--- config.mk ---
export PLATFORM = sky130hd
export DESIGN_NAME = rv_mc_ctrl
export DESIGN_NICKNAME = d
export VERILOG_FILES = /design/src/rtl/rv_mc_ctrl.sv
export SDC_FILE = /design/constraint.sdc
export NUM_CORES = 1
export LEC_CHECK = 0
export CORE_UTILIZATION = 32
export CTS_CLUSTER_SIZE = 8
export DETAILED_ROUTE_END_ITERATION = 12
export PLACE_DENSITY_LB_ADDON = 0.08
export SYNTH_ARGS = -nofsm -noshare
export SYNTH_HDL_FRONTEND = slang
export SYNTH_SLANG_ARGS = --single-unit
--- constraint.sdc ---
create_clock -name clk -period 1.8 [get_ports clk]
set_clock_uncertainty 0.05 [all_clocks]
set_input_delay 0.18 -clock clk [delete_from_list [all_inputs] [get_ports clk]]
set_output_delay 0.18 -clock clk [all_outputs]
set_load 0.02 [all_outputs]
--- src/rtl/rv_mc_ctrl.sv ---
// Multi-cycle sequencing controller for the rv32 core: walks each instruction through
// FETCH/DECODE/EXEC/MEM/WB and issues per-cycle datapath enables with ready handshakes.
module rv_mc_ctrl #(
    parameter int unsigned CNT_W = 32
) (
    input  logic             clk,
    input  logic             rst_n,
    input  logic [6:0]       opcode,
    input  logic             branch_taken,
    input  logic             imem_ready,
    input  logic             dmem_ready,
    input  logic             halt_req,
    output logic             imem_req,
    output logic             ir_we,
    output logic             pc_we,
    output logic             pc_src,
    output logic             dmem_req,
    output logic             dmem_we,
    output logic             reg_we,
    output logic             mem_to_reg,
    output logic [2:0]       state,
    output logic             retire,
    output logic [CNT_W-1:0] retired_cnt,
    output logic             illegal_op
);

    typedef enum logic [2:0] {
        StIdle   = 3'd0,
        StFetch  = 3'd1,
        StDecode = 3'd2,
        StExec   = 3'd3,
        StMem    = 3'd4,
        StWb     = 3'd5,
        StHalt   = 3'd6,
        StTrap   = 3'd7
    } state_e;

    localparam logic [6:0] OpR      = 7'b0110011;
    localparam logic [6:0] OpIAlu   = 7'b0010011;
    localparam logic [6:0] OpLoad   = 7'b0000011;
    localparam logic [6:0] OpStore  = 7'b0100011;
    localparam logic [6:0] OpBranch = 7'b1100011;
    localparam logic [6:0] OpJal    = 7'b1101111;
    localparam logic [6:0] OpJalr   = 7'b1100111;
    localparam logic [6:0] OpLui    = 7'b0110111;
    localparam logic [6:0] OpAuipc  = 7'b0010111;

    function automatic logic is_legal(input logic [6:0] op);
        case (op)
            OpR, OpIAlu, OpLoad, OpStore, OpBranch,
            OpJal, OpJalr, OpLui, OpAuipc: is_legal = 1'b1;
            default:                       is_legal = 1'b0;
        endcase
    endfunction

    state_e           state_q, state_d;
    logic [6:0]       op_q, op_d;
    logic [CNT_W-1:0] cnt_q, cnt_d;
    state_e           boundary_st;

    always_ff @(posedge clk or negedge rst_n) begin
        if (!rst_n) begin
            state_q <= StIdle;
            op_q    <= 7'd0;
            cnt_q   <= '0;
        end else begin
            state_q <= state_d;
            op_q    <= op_d;
            cnt_q   <= cnt_d;
        end
    end

    always_comb begin
        state_d    = state_q;
        op_d       = op_q;
        imem_req   = 1'b0;
        ir_we      = 1'b0;
        pc_we      = 1'b0;
        pc_src     = 1'b0;
        dmem_req   = 1'b0;
        dmem_we    = 1'b0;
        reg_we     = 1'b0;
        mem_to_reg = 1'b0;
        illegal_op = 1'b0;
        // Every instruction boundary diverts to HALT while a halt is requested.
        boundary_st = halt_req ? StHalt : StFetch;

        unique case (state_q)
            StIdle: state_d = boundary_st;
            StFetch: begin
                imem_req = 1'b1;
                if (imem_ready) begin
                    ir_we   = 1'b1;
                    state_d = StDecode;
                end
            end
            StDecode: begin
                op_d    = opcode;
                state_d = is_legal(opcode) ? StExec : StTrap;
            end
            StExec: begin
                case (op_q)
                    OpBranch: begin
                        pc_we   = 1'b1;
                        pc_src  = branch_taken;
                        state_d = boundary_st;
                    end
                    OpLoad, OpStore: state_d = StMem;
                    default:         state_d = StWb;
                endcase
            end
            StMem: begin
                dmem_req = 1'b1;
                dmem_we  = (op_q == OpStore);
                if (dmem_ready) begin
                    if (op_q == OpStore) begin
                        pc_we   = 1'b1;
                        state_d = boundary_st;
                    end else begin
                        state_d = StWb;
                    end
                end
            end
            StWb: begin
                reg_we     = 1'b1;
                mem_to_reg = (op_q == OpLoad);
                pc_we      = 1'b1;
                pc_src     = (op_q == OpJal) || (op_q == OpJalr);
                state_d    = boundary_st;
            end
            StHalt: begin
                if (!halt_req) state_d = StFetch;
            end
            StTrap: illegal_op = 1'b1;
        endcase

        // The single PC update of an instruction is its retirement point.
        retire = pc_we;
        cnt_d  = retire ? cnt_q + CNT_W'(1) : cnt_q;
    end

    assign state       = state_q;
    assign retired_cnt = cnt_q;

endmodule
==> results of run 1 <==
per-stage QoR:
step | util | TNS (ns) | power, uW | instances | hold slack, ns
2_1_floorplan | - | 0 | 2250 | 235 | -0.166
3_5_place_dp | 0.491 | -4.48 | 3130 | 433 | 0.0842
6_report | 0.528 | -0.236 | 3890 | 447 | 0.296
4_1_cts | 0.514 | -0.0866 | 3880 | 443 | 0.302
5_1_grt | 0.528 | -1.75 | 4150 | 447 | 0.348
3_3_place_gp | 0.491 | -4.19 | 3120 | 433 | 0.0843
logic make-up after synthesis:
logic type / share of synthesized area
xor+xnor: 0.115
buf+inv: 0.0360
simple gates: 0.271
fa+ha+maj: 0.00529
compound gates: 0.0905
flops: 0.445
mux: 0.0376
cells in the mapped netlist, types with 2 or more instances:
master and n:
nand4_1 10, nor3_2 8, nand4b_1 2, dfrtp_1 42, buf_2 2, and3_1 4
nor2_1 20, nand2b_1 4, inv_1 7, nor3_1 6, clkbuf_1 4, nor4_2 2
a21boi_0 2, nand2_1 27, buf_6 2, nor4_1 2, a21oi_1 8, mux2_2 7
nand3_1 9, xnor2_1 11, o21ai_0 4, xor2_1 20
per-layer routing:
| layer | up-vias | wire length [um] | share of wire |
|---|---|---|---|
| li1 | 1058 | - | - |
| met1 | 1013 | 2860 | 0.49 |
| met2 | 46 | 2710 | 0.46 |
| met3 | 5 | 209 | 0.036 |
| met4 | 0 | 45 | 0.0077 |
| met5 | - | 0 | 0 |
cell type report:
cell class	count	area, um^2	share of cell area
flip-flops and latches	42	1050	0.286
clock buffers	7	76.3	0.0207
inverters	8	30.0	0.00814
multi-input cells	176	1340	0.362
clock inverters	1	30.0	0.00814
well taps	96	120	0.0326
repair buffers	117	1040	0.282
timing repair:
item / CTS / global route
setup buffers: 1 / 4
hold buffers: 1 / 0
gates cloned: 0 / 0
setup endpoints to repair: 16 / 38
pin swaps: 7 / 19
gates resized for setup: 45 / 27
hold endpoints to repair: 15 / 0
power by group through the flow:
stage	Combinational, uW	Sequential, uW	Clock, uW
2_1_floorplan	870	1380	0
3_3_place_gp	1860	1260	0
3_5_place_dp	1870	1260	0
4_1_cts	1880	1240	759
5_1_grt	2100	1260	790
6_report	1910	1240	734
worst reg2reg max path, cell delays in order, from the launching register on:
cell       delay, ns
dfrtp_1         0.37
and3b_2         0.23
buf_6           0.12
buf_6           0.10
o2111a_4        0.16
buf_6           0.13
o2111ai_2       0.19
buf_6           0.19
nor2_4          0.04
xor2_1          0.15
how the worst max path moves through the flow:
stage | end | slack (ns) | startpoint | cells past startpoint
finish | retired_cnt[29]$_DFFE_PN0P_ | -0.04 | op_q[1]$_DFFE_PN0P_ | 9
floorplan | retired_cnt[11]$_DFFE_PN0P_ | 0.0003 | state[1]$_DFFE_PN0P_ | 7
CTS | retired_cnt[30]$_DFFE_PN0P_ | -0.05 | op_q[4]$_DFFE_PN0P_ | 8
global placement | pc_we | -0.27 | dmem_ready | 6
detailed placement | retire | -0.27 | dmem_ready | 6
global route | retired_cnt[30]$_DFFE_PN0P_ | -0.16 | op_q[4]$_DFFE_PN0P_ | 8
registers in the layout, summed over array words and instances, names as in the netlist:
signal,flops
op_q,7
state,3
retired_cnt,32
==> flow_metrics.env, run 1 <==
export IMPL_clock_sinks=42
export IMPL_powerDensity_nw_per_um2=1050
export IMPL_fmax_ghz=0.543
export IMPL_period_share=1.02
export IMPL_drtPass1Iterations=4
export IMPL_p_comb_frac=0.492
export IMPL_crit_path_end_kind="flop"
export IMPL_rsz0062_at_grt="true"
export IMPL_layout_common_cells="buf_4 (52), clkdlybuf4s50_1 (44), dfrtp_1 (39)"
export IMPL_area_delta_synth_final_pct=56.1
export IMPL_synth_cell_types=54
export IMPL_hold_path_class="in -> async"
export IMPL_ys_ff_latch=42
export IMPL_path_class="reg -> reg"
export IMPL_final_common_cell="buf_4"
export IMPL_seqPwrFrac=0.319
export IMPL_yosysTopAreaCell="dfrtp_1"
export IMPL_track_usage=0.159
export IMPL_via_per_inst=4.75
export IMPL_rows=30
export IMPL_cts_clk_slew_worst_paths_ns=0.08
export IMPL_drive_gt1_frac=0.339
export IMPL_crit_slowest_cell="dfrtp_1"
export IMPL_max_cap_violations=0
export IMPL_p_int_uw=2520
export IMPL_routed_wl_mm=5.82
export IMPL_yosys_top_cells_area="dfrtp_1 (44%), xor2_1 (7.4%), nand2_1 (4.3%)"
export IMPL_grt_start_max_net_pins=28
export IMPL_portBuffers=57
export IMPL_worst_r2r_path_depth=9
export IMPL_cts_buffer_depth=2
export IMPL_insertion_delay_ns=0.29
export IMPL_clockPowerShare=0.189
export IMPL_r2r_slack_ns=-0.04
export IMPL_worst_slack_ns=-0.0404
export IMPL_netlist_instances=235
export IMPL_cts_root_buf="clkbuf_8"
export IMPL_outcome="complete, but fails checks"
export IMPL_path_buf_inv=4
export IMPL_violations="negative setup slack"
export IMPL_yosysSeqAreaShare=0.445
export IMPL_swShare=0.352
export IMPL_pre_cts_ws_ns=-0.275
export IMPL_dp_hpwl_mm=4.40
export IMPL_use_met1=0.234
export IMPL_path_max_fanout=5
export IMPL_grt_pass1_vias=1965
export IMPL_grt_remaining_overflow=0
export IMPL_initial_utilization=0.339
export IMPL_dr_first_iter_drc_count=55
export IMPL_ant_nets=0
export IMPL_setup_violations=10
export IMPL_cp_top_family="buffers and inverters"
export IMPL_syn_nets=249
export IMPL_vdd_drop_max_uv=603
export IMPL_path_cells="and3b_2 > buf_6 > buf_6 > o2111a_4 > buf_6 > o2111ai_2 > buf_6 > nor2_4 > xor2_1"
export IMPL_via_count=2122
export IMPL_diodes=0
export IMPL_grtUsageMet3=0.0292
export IMPL_drc_errors=0
export IMPL_fin_nets=364
export IMPL_syn_cell_area_um2=2360
export IMPL_period_minus_slack_ns=1.84
export IMPL_finalHoldViolations=0
export IMPL_synth_edff_count=0
export IMPL_use_met2=0.240
export IMPL_rr_endpoint="retired_cnt[29]$_DFFE_PN0P_"
export IMPL_cpMostUsedCell="buf_6"
export IMPL_crit_reg2reg_launch="op_q[1]$_DFFE_PN0P_"
export IMPL_leakage_uw=0.00174
export IMPL_fillers=685
export IMPL_slew_violations=0
export IMPL_grt_antenna_before_repair=0
export IMPL_cts_max_level=2
export IMPL_arrival_ns=1.96
export IMPL_cp_required_ns=1.92
export IMPL_fp_dieW_um=87.9
export IMPL_io_pins=58
export IMPL_core_um2=6980
export IMPL_grt_pass1_wl_mm=9.49
export IMPL_cts_buffers_inserted=5
export IMPL_design_area_um2=3690
export IMPL_postSynthAreaPerCell_um2=10.1
export IMPL_gp_congestion=0.778
export IMPL_max_stage_delay_ns=0.37
export IMPL_wl_per_cell_um=13.0
export IMPL_synthFlopType="dfrtp_1"
export IMPL_net_switching_power_uw=1370
export IMPL_synth_async_sr_flop_share=1.00
export IMPL_ys_warn_count=0
export IMPL_worstMarginPinSlew_ns=0.483
export IMPL_grt_busiest_layer="met2"
export IMPL_critPathLaunchType="flop"
export IMPL_yosysTopAreaCellShare=0.445
export IMPL_dieArea_um2=7730
export IMPL_die_y_um=87.9
export IMPL_place_area_um2=3430
export IMPL_relSlewSlack=0.675
export IMPL_cts_tree="built"
(Power assumes the default switching activity.)
==> run 2: changes to the inputs <==
Settings changed: REMOVE_ABC_BUFFERS set to 1.
==> run 2 against run 1 <==
  * The run still ends with negative setup slack left
  * Via count down 1.2%
  * First-iteration DRC count shrank 15%
  * Die area did not move
  * Largest cell class unchanged
==> flow_metrics.env, run 2 (synthesized netlist as in run 1, its figures left out) <==
export IMPL_dr_first_iter_drc_count=47
export IMPL_die_y_um=87.9
export IMPL_rsz0062_at_grt="true"
export IMPL_fp_dieW_um=87.9
export IMPL_rr_endpoint="retired_cnt[15]$_DFFE_PN0P_"
export IMPL_drive_gt1_frac=0.354
export IMPL_io_pins=58
export IMPL_hold_path_class="in -> async"
export IMPL_pre_cts_ws_ns=-0.275
export IMPL_gp_congestion=0.775
export IMPL_cts_buffers_inserted=5
export IMPL_fmax_ghz=0.526
export IMPL_worst_r2r_path_depth=8
export IMPL_cts_tree="built"
export IMPL_drc_errors=0
export IMPL_clock_sinks=42
export IMPL_grt_pass1_wl_mm=9.80
export IMPL_path_max_fanout=4
export IMPL_slew_violations=0
export IMPL_crit_reg2reg_launch="state[1]$_DFFE_PN0P_"
export IMPL_final_common_cell="buf_4"
export IMPL_crit_end="retired_cnt[15]$_DFFE_PN0P_"
export IMPL_setup_violations=22
export IMPL_grt_start_max_net_pins=20
export IMPL_dieArea_um2=7730
export IMPL_largest_register_ffs=32
export IMPL_vdd_drop_max_uv=723
export IMPL_cts_root_buf="clkbuf_8"
export IMPL_cts_max_level=2
export IMPL_max_cap_violations=0
export IMPL_worst_slack_ns=-0.101
export IMPL_fin_nets=363
export IMPL_diodes=0
export IMPL_initial_utilization=0.339
export IMPL_core_um2=6980
export IMPL_finalPower_uw=3820
export IMPL_insertion_delay_ns=0.29
export IMPL_dp_hpwl_mm=4.43
export IMPL_grt_pass1_vias=2019
export IMPL_routed_wl_mm=6.00
export IMPL_ant_nets=0
export IMPL_outcome="complete, but fails checks"
export IMPL_critPathLaunchType="flop"
export IMPL_powerDensity_nw_per_um2=1040
export IMPL_track_usage=0.165
export IMPL_period_minus_slack_ns=1.90
export IMPL_arrival_ns=2.02
export IMPL_leakage_uw=0.00172
export IMPL_layout_common_cells="buf_4 (55), clkdlybuf4s50_1 (44), dfrtp_1 (42)"
export IMPL_via_per_inst=4.70
export IMPL_finalHoldViolations=0
export IMPL_cp_required_ns=1.92
export IMPL_area_delta_synth_final_pct=55.1
export IMPL_period_share=1.06
export IMPL_grt_remaining_overflow=0
export IMPL_cts_buffer_depth=2
export IMPL_rows=30
export IMPL_crit_path_end_kind="flop"
export IMPL_cts_clk_slew_worst_paths_ns=0.09
export IMPL_worstMarginPinSlew_ns=0.449
export IMPL_drtPass1Iterations=4
export IMPL_utilization=0.525
export IMPL_grt_antenna_before_repair=0
export IMPL_portBuffers=57
export IMPL_crit_start="state[1]$_DFFE_PN0P_"
export IMPL_relSlewSlack=0.698
export IMPL_r2r_slack_ns=-0.10
export IMPL_via_count=2097
export IMPL_violations="negative setup slack"
export IMPL_path_class="reg -> reg"
export IMPL_wl_per_cell_um=13.5
export IMPL_finalSetupTns_ns=-1.37
[run 2: cell count changes in the layout (fill, tap and decap cells not counted), moves of 2 or more]
cell	before	now
nor2_4	6	3
nor4_2	0	2
dfrtp_2	3	0
dfrtp_1	39	42
buf_6	10	7
clkbuf_1	2	0
buf_4	52	55
nor2_2	3	10
buf_2	3	1
nor2_1	13	9
[run 2: critical path, cell delays in order (launching register included)]
cell and delay (ns):
dfrtp_1 0.40, buf_6 0.11, and4bb_1 0.21, o2111a_4 0.32, buf_6 0.14, o21ai_4 0.19, buf_6 0.17, nor4_4 0.04
xor2_1 0.18
[run 2: worst min path at each step]
stage	depth (start not counted)	to	start	slack, ns
after floorplan	0	op_q[0]$_DFFE_PN0P_	rst_n	-0.17
after global placement	1	state[0]$_DFFE_PN0P_	rst_n	0.11
after detailed placement	1	retired_cnt[24]$_DFFE_PN0P_	rst_n	0.11
after CTS	2	op_q[6]$_DFFE_PN0P_	rst_n	0.31
after global routing	2	op_q[2]$_DFFE_PN0P_	rst_n	0.38
final	2	op_q[4]$_DFFE_PN0P_	rst_n	0.32
[run 2: area by class of cell]
| class | count | area (um^2) |
|---|---|---|
| clock buffer | 5 | 68.8 |
| clock inverter | 3 | 21.3 |
| fill | 678 | 3320 |
| inverter | 8 | 30.0 |
| multi-input combinational | 176 | 1350 |
| sequential | 42 | 1050 |
| tap | 96 | 120 |
| timing repair buffer | 116 | 1020 |
[run 2: metrics by stage]
stage,std cells,instance area [um^2],hold slack [ns]
2_1_floorplan,226,2310,-0.166
3_3_place_gp,428,3370,0.109
3_5_place_dp,428,3370,0.107
4_1_cts,440,3530,0.310
5_1_grt,446,3670,0.375
6_report,446,3670,0.316
[run 2: repair_timing]
action / CTS / global route
pin swaps: 5 / 21
hold endpoints to repair: 17 / 0
setup endpoints to repair: 33 / 39
gates resized for setup: 42 / 35
buffers inserted: 3 / 7
hold buffers: 1 / 0
[run 2: layer usage]
| layer | global-route usage | up-vias | share of wire |
|---|---|---|---|
| li1 | - | 1049 | - |
| met4 | 0.0373 | 0 | 0.0028 |
| met2 | 0.270 | 56 | 0.47 |
| met3 | 0.0358 | 2 | 0.047 |
| met1 | 0.224 | 990 | 0.48 |
| met5 | 0 | - | 0 |
[run 2: power by group]
part           switching [uW]  internal, uW  total (uW)  leakage, uW
Combinational             954          1030        1980      0.00113
Clock                     333           273         606    0.0000441
Sequential                129          1110        1240     0.000548
==> run 3: changes to the inputs <==
Settings changed: GPL_TIMING_DRIVEN set to 0, SETUP_SLACK_MARGIN set to 0.02.
==> run 3 against run 2 <==
  * Global-route usage shrank 0.74 points
  * The flow still finishes with violations (negative setup slack)
  * Combinational power shrank 12%
  * Maximum frequency shrank 1.6%
==> flow_metrics.env, run 3 (synthesized netlist as in run 1, its figures left out) <==
export IMPL_outcome="complete, but fails checks"
export IMPL_violations="negative setup slack"
export IMPL_layout_common_cells="clkdlybuf4s50_1 (46), dfrtp_1 (36), nand2_1 (26)"
export IMPL_via_per_inst=4.89
export IMPL_cts_tree="built"
export IMPL_dp_hpwl_mm=3.82
export IMPL_leakage_uw=0.00158
export IMPL_setup_violations=18
export IMPL_crit_reg2reg_launch="state[2]$_DFFE_PN0P_"
export IMPL_cts_max_level=2
export IMPL_finalHoldViolations=0
export IMPL_worst_slack_ns=-0.132
export IMPL_vdd_drop_max_uv=539
export IMPL_cts_root_buf="clkbuf_8"
export IMPL_r2r_slack_ns=-0.12
export IMPL_rsz0062_at_grt="true"
export IMPL_final_common_cell="clkdlybuf4s50_1"
export IMPL_multiInputGateArea_um2=1400
export IMPL_io_pins=58
export IMPL_clock_sinks=42
export IMPL_cts_buffers_inserted=5
export IMPL_drtPass1Iterations=4
export IMPL_core_um2=6980
export IMPL_period_share=1.07
export IMPL_fmax_ghz=0.518
export IMPL_insertion_delay_ns=0.29
export IMPL_dr_first_iter_drc_count=72
export IMPL_via_count=2005
export IMPL_initial_utilization=0.339
export IMPL_crit_path_end_kind="output port"
export IMPL_wl_per_cell_um=14.2
export IMPL_hold_path_class="in -> async"
export IMPL_fillers=649
export IMPL_drive_gt1_frac=0.303
export IMPL_powerDensity_nw_per_um2=1090
export IMPL_worstMarginPinSlew_ns=0.562
export IMPL_rows=30
export IMPL_path_max_fanout=4
export IMPL_grt_pass1_wl_mm=9.29
export IMPL_design_area_um2=3500
export IMPL_routed_wl_mm=5.80
export IMPL_regArea_um2=1060
export IMPL_finalPower_uw=3810
export IMPL_place_area_um2=3010
export IMPL_hold_slack_ns=0.311
export IMPL_fin_nets=328
export IMPL_critPathLaunchType="flop"
export IMPL_slew_violations=0
export IMPL_fp_dieW_um=87.9
export IMPL_max_cap_violations=0
export IMPL_largest_register_ffs=32
export IMPL_relSlewSlack=0.625
export IMPL_ant_nets=0
export IMPL_die_y_um=87.9
export IMPL_arrival_ns=1.70
export IMPL_portBuffers=57
export IMPL_grt_remaining_overflow=0
export IMPL_diodes=0
export IMPL_pre_cts_ws_ns=-0.716
export IMPL_dieArea_um2=7730
export IMPL_crit_start="state[2]$_DFFE_PN0P_"
export IMPL_drc_errors=0
export IMPL_grt_pass1_vias=1871
export IMPL_path_class="reg -> out"
export IMPL_grt_antenna_before_repair=0
export IMPL_period_minus_slack_ns=1.93
export IMPL_grt_start_max_net_pins=27
export IMPL_cp_required_ns=1.57
export IMPL_area_delta_synth_final_pct=48.2
export IMPL_utilization=0.502
export IMPL_cts_buffer_depth=2
export IMPL_gp_congestion=0.764
export IMPL_cts_clk_slew_worst_paths_ns=0.08
export IMPL_track_usage=0.158
-- run 3: cell count changes in the layout (fill, tap and decap cells not counted), moves of 2 or more --
cell             previous run  this run
buf_12                      1         3
buf_4                      55        16
clkdlybuf4s50_1            44        46
dfrtp_1                    42        36
dfrtp_2                     0         6
nand3_1                     9         7
nand3_2                     0         2
nor2_1                      9        11
nor2_2                     10         5
nor2_4                      3         6
-- run 3: per-layer routing --
| metal | up-vias | GRT usage | part of all wire |
|---|---|---|---|
| met5 | - | 0 | 0 |
| met4 | 0 | 0.0492 | 0.0088 |
| met3 | 5 | 0.0292 | 0.042 |
| met2 | 51 | 0.249 | 0.45 |
| met1 | 975 | 0.220 | 0.50 |
| li1 | 974 | - | - |
-- run 3: worst paths after layout --
kind,cells past startpoint,end
worst max-delay path,6,pc_we
worst max register to register,7,retired_cnt[31]$_DFFE_PN0P_
min in group clk,1,retired_cnt[31]$_DFFE_PN0P_
worst min register to register,1,retired_cnt[31]$_DFFE_PN0P_
worst min-delay path,2,retired_cnt[24]$_DFFE_PN0P_
max in group asynchronous,3,retired_cnt[0]$_DFFE_PN0P_
-- run 3: area by class of cell --
class                      count  share of cell area
inverter                       8             0.00929
multi-input combinational    176               0.399
timing repair buffer          81               0.223
clock buffer                   6              0.0236
tap                           96              0.0343
clock inverter                 1             0.00857
sequential                    42               0.302
-- run 3: power by group --
part	total (uW)	switching, uW	internal (uW)
combinational	1740	866	869
clock	761	317	444
sequential	1320	198	1120
total	3810	1380	2430
-- run 3: critical path, cell delays in order (launching register included) --
cell      delay (ns)
dfrtp_2         0.44
buf_6           0.13
and4bb_1        0.20
o2111a_4        0.33
nor2_4          0.12
inv_4           0.06
buf_6           0.13
-- run 3: metrics by stage --
stage	std cells	setup TNS, ns
detailed placement	380	-9.89
global placement	379	-42.11
CTS	408	-1.73
global route	410	-2.84
floorplan	226	-6.11
finish	410	-1.30
-- run 3: repair_timing --
| item | 4_1_cts | 5_1_grt |
|---|---|---|
| pin swaps | 10 | 20 |
| hold buffers | 1 | 0 |
| gates resized for setup | 56 | 32 |
| hold endpoints to repair | 16 | 0 |
| setup buffers | 20 | 2 |
| endpoints found under the setup margin | 45 | 39 |
